## src/rtl/eoc_frame_arbiter.sv

```systemverilog
// Frame-aware round-robin arbiter feeding aligned 256-bit words from NUM_CH channels into a single output register entry.
// Define EOC_ARB_FRAME_LOCK_EN to keep a channel granted until its EOF word; the default build arbitrates per word.
module eoc_frame_arbiter #(
    parameter int NUM_CH = 4,
    parameter int CH_W   = $clog2(NUM_CH)
) (
    input  logic                  Clk,
    input  logic                  Reset,
    input  logic [NUM_CH-1:0]     ChEmpty,
    input  logic [NUM_CH*256-1:0] ChData,
    input  logic [NUM_CH*8-1:0]   ChByteEnable,
    input  logic [NUM_CH-1:0]     ChEof,
    output logic [NUM_CH-1:0]     ChRead,
    output logic                  OutEmpty,
    output logic [255:0]          OutData,
    output logic [7:0]            OutByteEnable,
    output logic                  OutEof,
    output logic [CH_W-1:0]       OutChannel,
    input  logic                  OutRead,
    output logic                  Busy
);

    typedef enum logic [0:0] {IDLE, LOCKED} state_t;

    state_t          state, state_next;
    logic [CH_W-1:0] rr_ptr, rr_ptr_next;
    logic [CH_W-1:0] lock_ch, lock_ch_next;
    logic [CH_W-1:0] sel;
    logic            sel_vld;
    logic            xfer;
    logic            full;

    function automatic logic [CH_W-1:0] wrap_add(input logic [CH_W-1:0] base, input int off);
        return CH_W'((int'(base) + off) % NUM_CH);
    endfunction

    // Candidate selection: the locked channel only, or the first non-empty channel from rr_ptr.
    // Scanning downward and overriding leaves the lowest offset from rr_ptr as the winner.
    always_comb begin
        sel     = '0;
        sel_vld = 1'b0;
        if (state == LOCKED) begin
            sel     = lock_ch;
            sel_vld = !ChEmpty[lock_ch];
        end else begin
            for (int i = NUM_CH - 1; i >= 0; i--) begin
                if (!ChEmpty[wrap_add(rr_ptr, i)]) begin
                    sel     = wrap_add(rr_ptr, i);
                    sel_vld = 1'b1;
                end
            end
        end
    end

    assign xfer   = sel_vld && (!full || OutRead) && !Reset;
    assign ChRead = xfer ? (NUM_CH'(1) << sel) : '0;

    always_comb begin
        state_next   = state;
        rr_ptr_next  = rr_ptr;
        lock_ch_next = lock_ch;
        if (xfer) begin
`ifdef EOC_ARB_FRAME_LOCK_EN
            if (ChEof[sel]) begin
                state_next  = IDLE;
                rr_ptr_next = wrap_add(sel, 1);
            end else begin
                state_next   = LOCKED;
                lock_ch_next = sel;
            end
`else
            rr_ptr_next = wrap_add(sel, 1);
`endif
        end
    end

    // Output entry: a new word replaces the held one even when it is popped in the same cycle.
    always_ff @(posedge Clk) begin
        if (Reset) begin
            state         <= IDLE;
            rr_ptr        <= '0;
            lock_ch       <= '0;
            full          <= 1'b0;
            OutData       <= '0;
            OutByteEnable <= '0;
            OutEof        <= 1'b0;
            OutChannel    <= '0;
        end else begin
            state   <= state_next;
            rr_ptr  <= rr_ptr_next;
            lock_ch <= lock_ch_next;
            if (xfer) begin
                full          <= 1'b1;
                OutData       <= ChData[256*sel +: 256];
                OutByteEnable <= ChByteEnable[8*sel +: 8];
                OutEof        <= ChEof[sel];
                OutChannel    <= sel;
            end else if (OutRead) begin
                full <= 1'b0;
            end
        end
    end

    assign OutEmpty = !full;

`ifdef EOC_ARB_FRAME_LOCK_EN
    assign Busy = (state == LOCKED);
`else
    assign Busy = 1'b0;
`endif

endmodule

```

## config.mk

```make
export PLATFORM = sky130hd
export DESIGN_NAME = eoc_frame_arbiter
export DESIGN_NICKNAME = d
export VERILOG_FILES = /design/src/rtl/eoc_frame_arbiter.sv
export SDC_FILE = /design/constraint.sdc
export NUM_CORES = 1
export LEC_CHECK = 0
export ABC_CLOCK_PERIOD_IN_PS = 3700
export CAP_MARGIN = 15
export CORE_AREA = 2 2 515 517
export DETAILED_ROUTE_END_ITERATION = 6
export DIE_AREA = 0 0 517 519
export PLACE_DENSITY = 0.3
export SLEW_MARGIN = 10
export SYNTH_ARGS = -nofsm -noshare
export SYNTH_HDL_FRONTEND = slang
export SYNTH_SLANG_ARGS = --single-unit
```

## constraint.sdc

```tcl
create_clock -name Clk -period 3.7 [get_ports Clk]
set_input_delay 0.37 -clock Clk [delete_from_list [all_inputs] [get_ports Clk]]
set_output_delay 0.37 -clock Clk [all_outputs]
set_load 0.01 [all_outputs]
```

==> Implementation_results.wiki <==
{| class="wikitable"
! Metric !! Value
|-
| Critical Path Slowest Stage Cell || sky130_fd_sc_hd__clkdlybuf4s50_1
|-
| Setup Viol. Count Final || 0
|-
| First-pass GRT wire length || 237000 um
|-
| Clock edge transition at the registers on the reported setup and hold paths || 60 ps
|-
| Hold/Removal Path Class || primary input to flip-flop
|-
| TritonCTS buffer count || 45
|-
| Worst Path Max Fanout || 6
|-
| Number of core rows || 189
|-
| Min-Delay Startpoint || ChData[649]
|-
| Cell-by-cell listing of the critical path || nor2b_1 -> o221a_2 -> nor2_4 -> nand2_8 -> nor2_4 -> clkdlybuf4s50_1
|-
| Sort of element at the start of the critical path || flip-flop
|-
| Post-layout power || 14.5 mW
|-
| Antenna viol nets, final || 0
|-
| End of the worst register-to-register path || OutData[73]$_SDFFE_PP0P_
|-
| Vias after detailed routing || 19100
|-
| Vias in the first global route || 19900
|-
| Worst path setup slack after routing || 504 ps
|-
| Antenna violations before repair || 149
|-
| Leakage dissipation || 13.2 nW
|-
| Overall Global Routing Usage || 0.139
|-
| Syn Std Cell Area || 15600 um^2
|-
| Class of the most critical setup path || flip-flop to primary output
|-
| Port-buffer cells || 1338
|-
| Max Fclk || 313 MHz
|-
| RSZ-0062 raised after global routing || false
|-
| EDFF count, synth || 0
|-
| Final Core Density || 0.132
|-
| Required time of the critical path || 3330 ps
|-
| Post-DP Area || 33200 um^2
|-
| Io pins || 1340
|-
| Cells after synthesis || 1519
|-
| Power density cells || 418 nW/um^2
|-
| Highest cell delay on the worst timing path || 650 ps
|-
| Average vias per placed instance || 2.95
|-
| DIE AREA || 268000 um^2
|-
| Number of nets in the layout || 3919
|-
| Arrival time reported for the critical path endpoint || 2830 ps
|-
| Maximum root-to-sink buffer count || 3
|-
| H-tree lvl count || 2
|-
| Post-synthesis sequential element count || 270
|-
| Total overflow reported by the global router || 0
|-
| Starting utilization of the core area || 0.0590
|-
| Place WS || -112 ps
|-
| R2r worst-path depth || 9
|-
| TritonCTS clock tree || built
|-
| Fraction of the yosys area taken by sequential cells || 0.348
|-
| Per-instance average area after synthesis || 10.2 um^2
|-
| Largest net degree at the start of global routing || 85
|-
| Peak supply drop || 0.339 mV
|-
| Final hold violation count || 0
|-
| Crit path top cell by count || sky130_fd_sc_hd__nor2_4
|-
| Number of nets produced by synthesis || 2586
|-
| Final slew viol count || 0
|-
| Setup slack on the worst flop-to-flop path || 1050 ps
|-
| Count of unique library cells instantiated by Yosys || 33
|-
| Residual DRC || 0
|-
| Synthesis Warnings || 0
|-
| Number of max-cap violations || 0
|-
| Total Neg Setup Slack || 0 ps
|-
| Share of the cycle needed by the critical path after routing || 0.864
|-
| Critical path launch point || rr_ptr[1]$_SDFFE_PP0P_
|-
| Reg2Reg Launch Point || rr_ptr[0]$_SDFFE_PP0P_
|-
| Tightest Pin Transition || 841 ps
|-
| First DRT Iteration DRCs || 969
|-
| Worst Clk Skew || 30.1 ps
|-
| Final HPWL from detailed placement || 171000 um
|-
| DR pass1 iterations || 5
|-
| Worst max-slew margin expressed relative to the limit || 0.438
|-
| CP Capture Type || primary output
|-
| Post-synthesis async set-or-reset flop share || 0
|-
| Die Y || 519 um
|-
| Worst-skew pair later-pin latency || 660 ps
|-
| Hold worst-path end || OutData[137]$_SDFFE_PP0P_
|-
| DR WL/cell || 30.1 um
|-
| Cell count of the worst hold path || 3
|-
| Final WL || 195000 um
|-
| Clock net sink count || 270
|-
| Final critical-path required period || 3200 ps
|-
| Synth Flop Type || sky130_fd_sc_hd__dfxtp_1
|-
| Final design area excluding fillers || 34800 um^2
|-
| Final weighted congestion in routability-driven placement || 0.865
|-
| Signed area change from the synthesized netlist to the final layout || 124%
|-
| Root Buffer || sky130_fd_sc_hd__clkbuf_16
|-
| Chip width || 517 um
|-
| Fraction of final layout cells sized beyond drive strength 1 || 0.0634
|-
| Result of the run || completed
|-
| Total core area || 263000 um^2
|}
layout make-up:
cell class	instances	area, um^2
Sequential cell	270	5410
Antenna cell	46	115
Timing Repair Buffer	1435	14500
Clock buffer	67	1320
Fill cell	30000	229000
Clock inverter	16	160
Inverter	2	7.51
Multi-Input combinational cell	1098	8900
Tap cell	3533	4420
sequential cells by signal (all words and copies together) (netlist names):
register,count
OutByteEnable,8
OutChannel,2
OutData,256
OutEof,1
full,1
rr_ptr,2
worst max-delay path: cells and delay by family, from the launching register on:
kind | cells | cell delay [ps]
DFF | 1 | 380
AOI/OAI and AO/OA | 1 | 310
and+or+nand+nor | 4 | 820
buffers and inverters | 1 | 650
logic make-up after synthesis:
| kind of cell | count (synthesis) | share of synthesized area |
|---|---|---|
| buffers and inverters | 151 | 0.0823 |
| xor gates and xnor gates | 1 | 0.000563 |
| DFF | 270 | 0.348 |
| muxes | 530 | 0.341 |
| other | 1 | 0.000241 |
| and+or+nand+nor | 289 | 0.0721 |
| AOI/OAI and AO/OA | 277 | 0.156 |
synthesized netlist by cell type, types with 2 or more instances:
master / count / area, um^2
sky130_fd_sc_hd__nand2_1: 271 / 1020
sky130_fd_sc_hd__a21oi_1: 2 / 10.0
sky130_fd_sc_hd__buf_8: 5 / 75.1
sky130_fd_sc_hd__nor2_1: 8 / 30.0
sky130_fd_sc_hd__a211oi_1: 2 / 15.0
sky130_fd_sc_hd__mux2i_1: 530 / 5310
sky130_fd_sc_hd__clkbuf_4: 2 / 15.0
sky130_fd_sc_hd__o221ai_1: 265 / 2320
sky130_fd_sc_hd__and2_1: 2 / 12.5
sky130_fd_sc_hd__buf_12: 25 / 500
sky130_fd_sc_hd__buf_6: 25 / 282
sky130_fd_sc_hd__inv_1: 2 / 7.51
sky130_fd_sc_hd__buf_2: 41 / 205
sky130_fd_sc_hd__a21oi_2: 2 / 17.5
sky130_fd_sc_hd__clkbuf_1: 50 / 188
sky130_fd_sc_hd__dfxtp_1: 270 / 5410
layer usage:
metal | wire [um] | vias up | GRT usage
li1 | - | 8622 | -
met1 | 73200 | 8948 | 0.151
met2 | 87300 | 1137 | 0.224
met3 | 28900 | 274 | 0.0903
met4 | 4720 | 120 | 0.0306
met5 | 783 | - | 0
cells in the final DEF, fill, tap and decap left out, types with 3 or more instances in the layout:
cell | netlist | layout
sky130_fd_sc_hd__mux2i_1 | 530 | 530
sky130_fd_sc_hd__nand2_1 | 271 | 271
sky130_fd_sc_hd__clkbuf_16 | 0 | 45
sky130_fd_sc_hd__dfxtp_1 | 270 | 270
sky130_fd_sc_hd__nor2_4 | 1 | 3
sky130_fd_sc_hd__clkinvlp_4 | 0 | 3
sky130_fd_sc_hd__clkbuf_1 | 50 | 11
sky130_fd_sc_hd__clkinv_2 | 0 | 8
sky130_fd_sc_hd__buf_12 | 25 | 31
sky130_fd_sc_hd__clkdlybuf4s50_1 | 0 | 1336
sky130_fd_sc_hd__diode_2 | 0 | 46
sky130_fd_sc_hd__nor2_1 | 8 | 6
sky130_fd_sc_hd__clkbuf_8 | 0 | 11
sky130_fd_sc_hd__buf_4 | 1 | 68
sky130_fd_sc_hd__o221ai_1 | 265 | 265
worst max path at each step:
stage | to | slack, ps | depth (start not counted)
6_report | ChRead[3] | 500 | 6
2_1_floorplan | ChRead[2] | 1890 | 6
4_1_cts | ChRead[3] | 3 | 6
3_3_place_gp | ChRead[3] | -100 | 7
5_1_grt | ChRead[3] | 210 | 6
3_5_place_dp | ChRead[3] | -110 | 7
report_power, final:
part / leakage (nW) / internal [mW] / switching, mW / total, mW
Combinational: 10.2 / 3.05 / 3.17 / 6.22
Sequential: 2.24 / 3.42 / 0.360 / 3.78
Clock: 0.726 / 2.60 / 1.95 / 4.55
Total: 13.2 / 9.07 / 5.48 / 14.5
repair_timing:
| action | CTS | global route |
|---|---|---|
| pin swaps | 0 | 0 |
| gates resized for setup | 1 | 1 |
| buffers inserted | 0 | 0 |
| hold buffers | 0 | 0 |
| endpoints found under the setup margin | 1 | 1 |
through the flow:
| stage | instances | hold WS [ps] |
|---|---|---|
| 3_3_place_gp | 6338 | 445 |
| 2_1_floorplan | 1519 | 481 |
| 4_1_cts | 6421 | 303 |
| 5_1_grt | 6426 | 362 |
| 3_5_place_dp | 6338 | 446 |
| 6_report | 6467 | 389 |
Note: power is estimated with default switching activity, not from simulation.
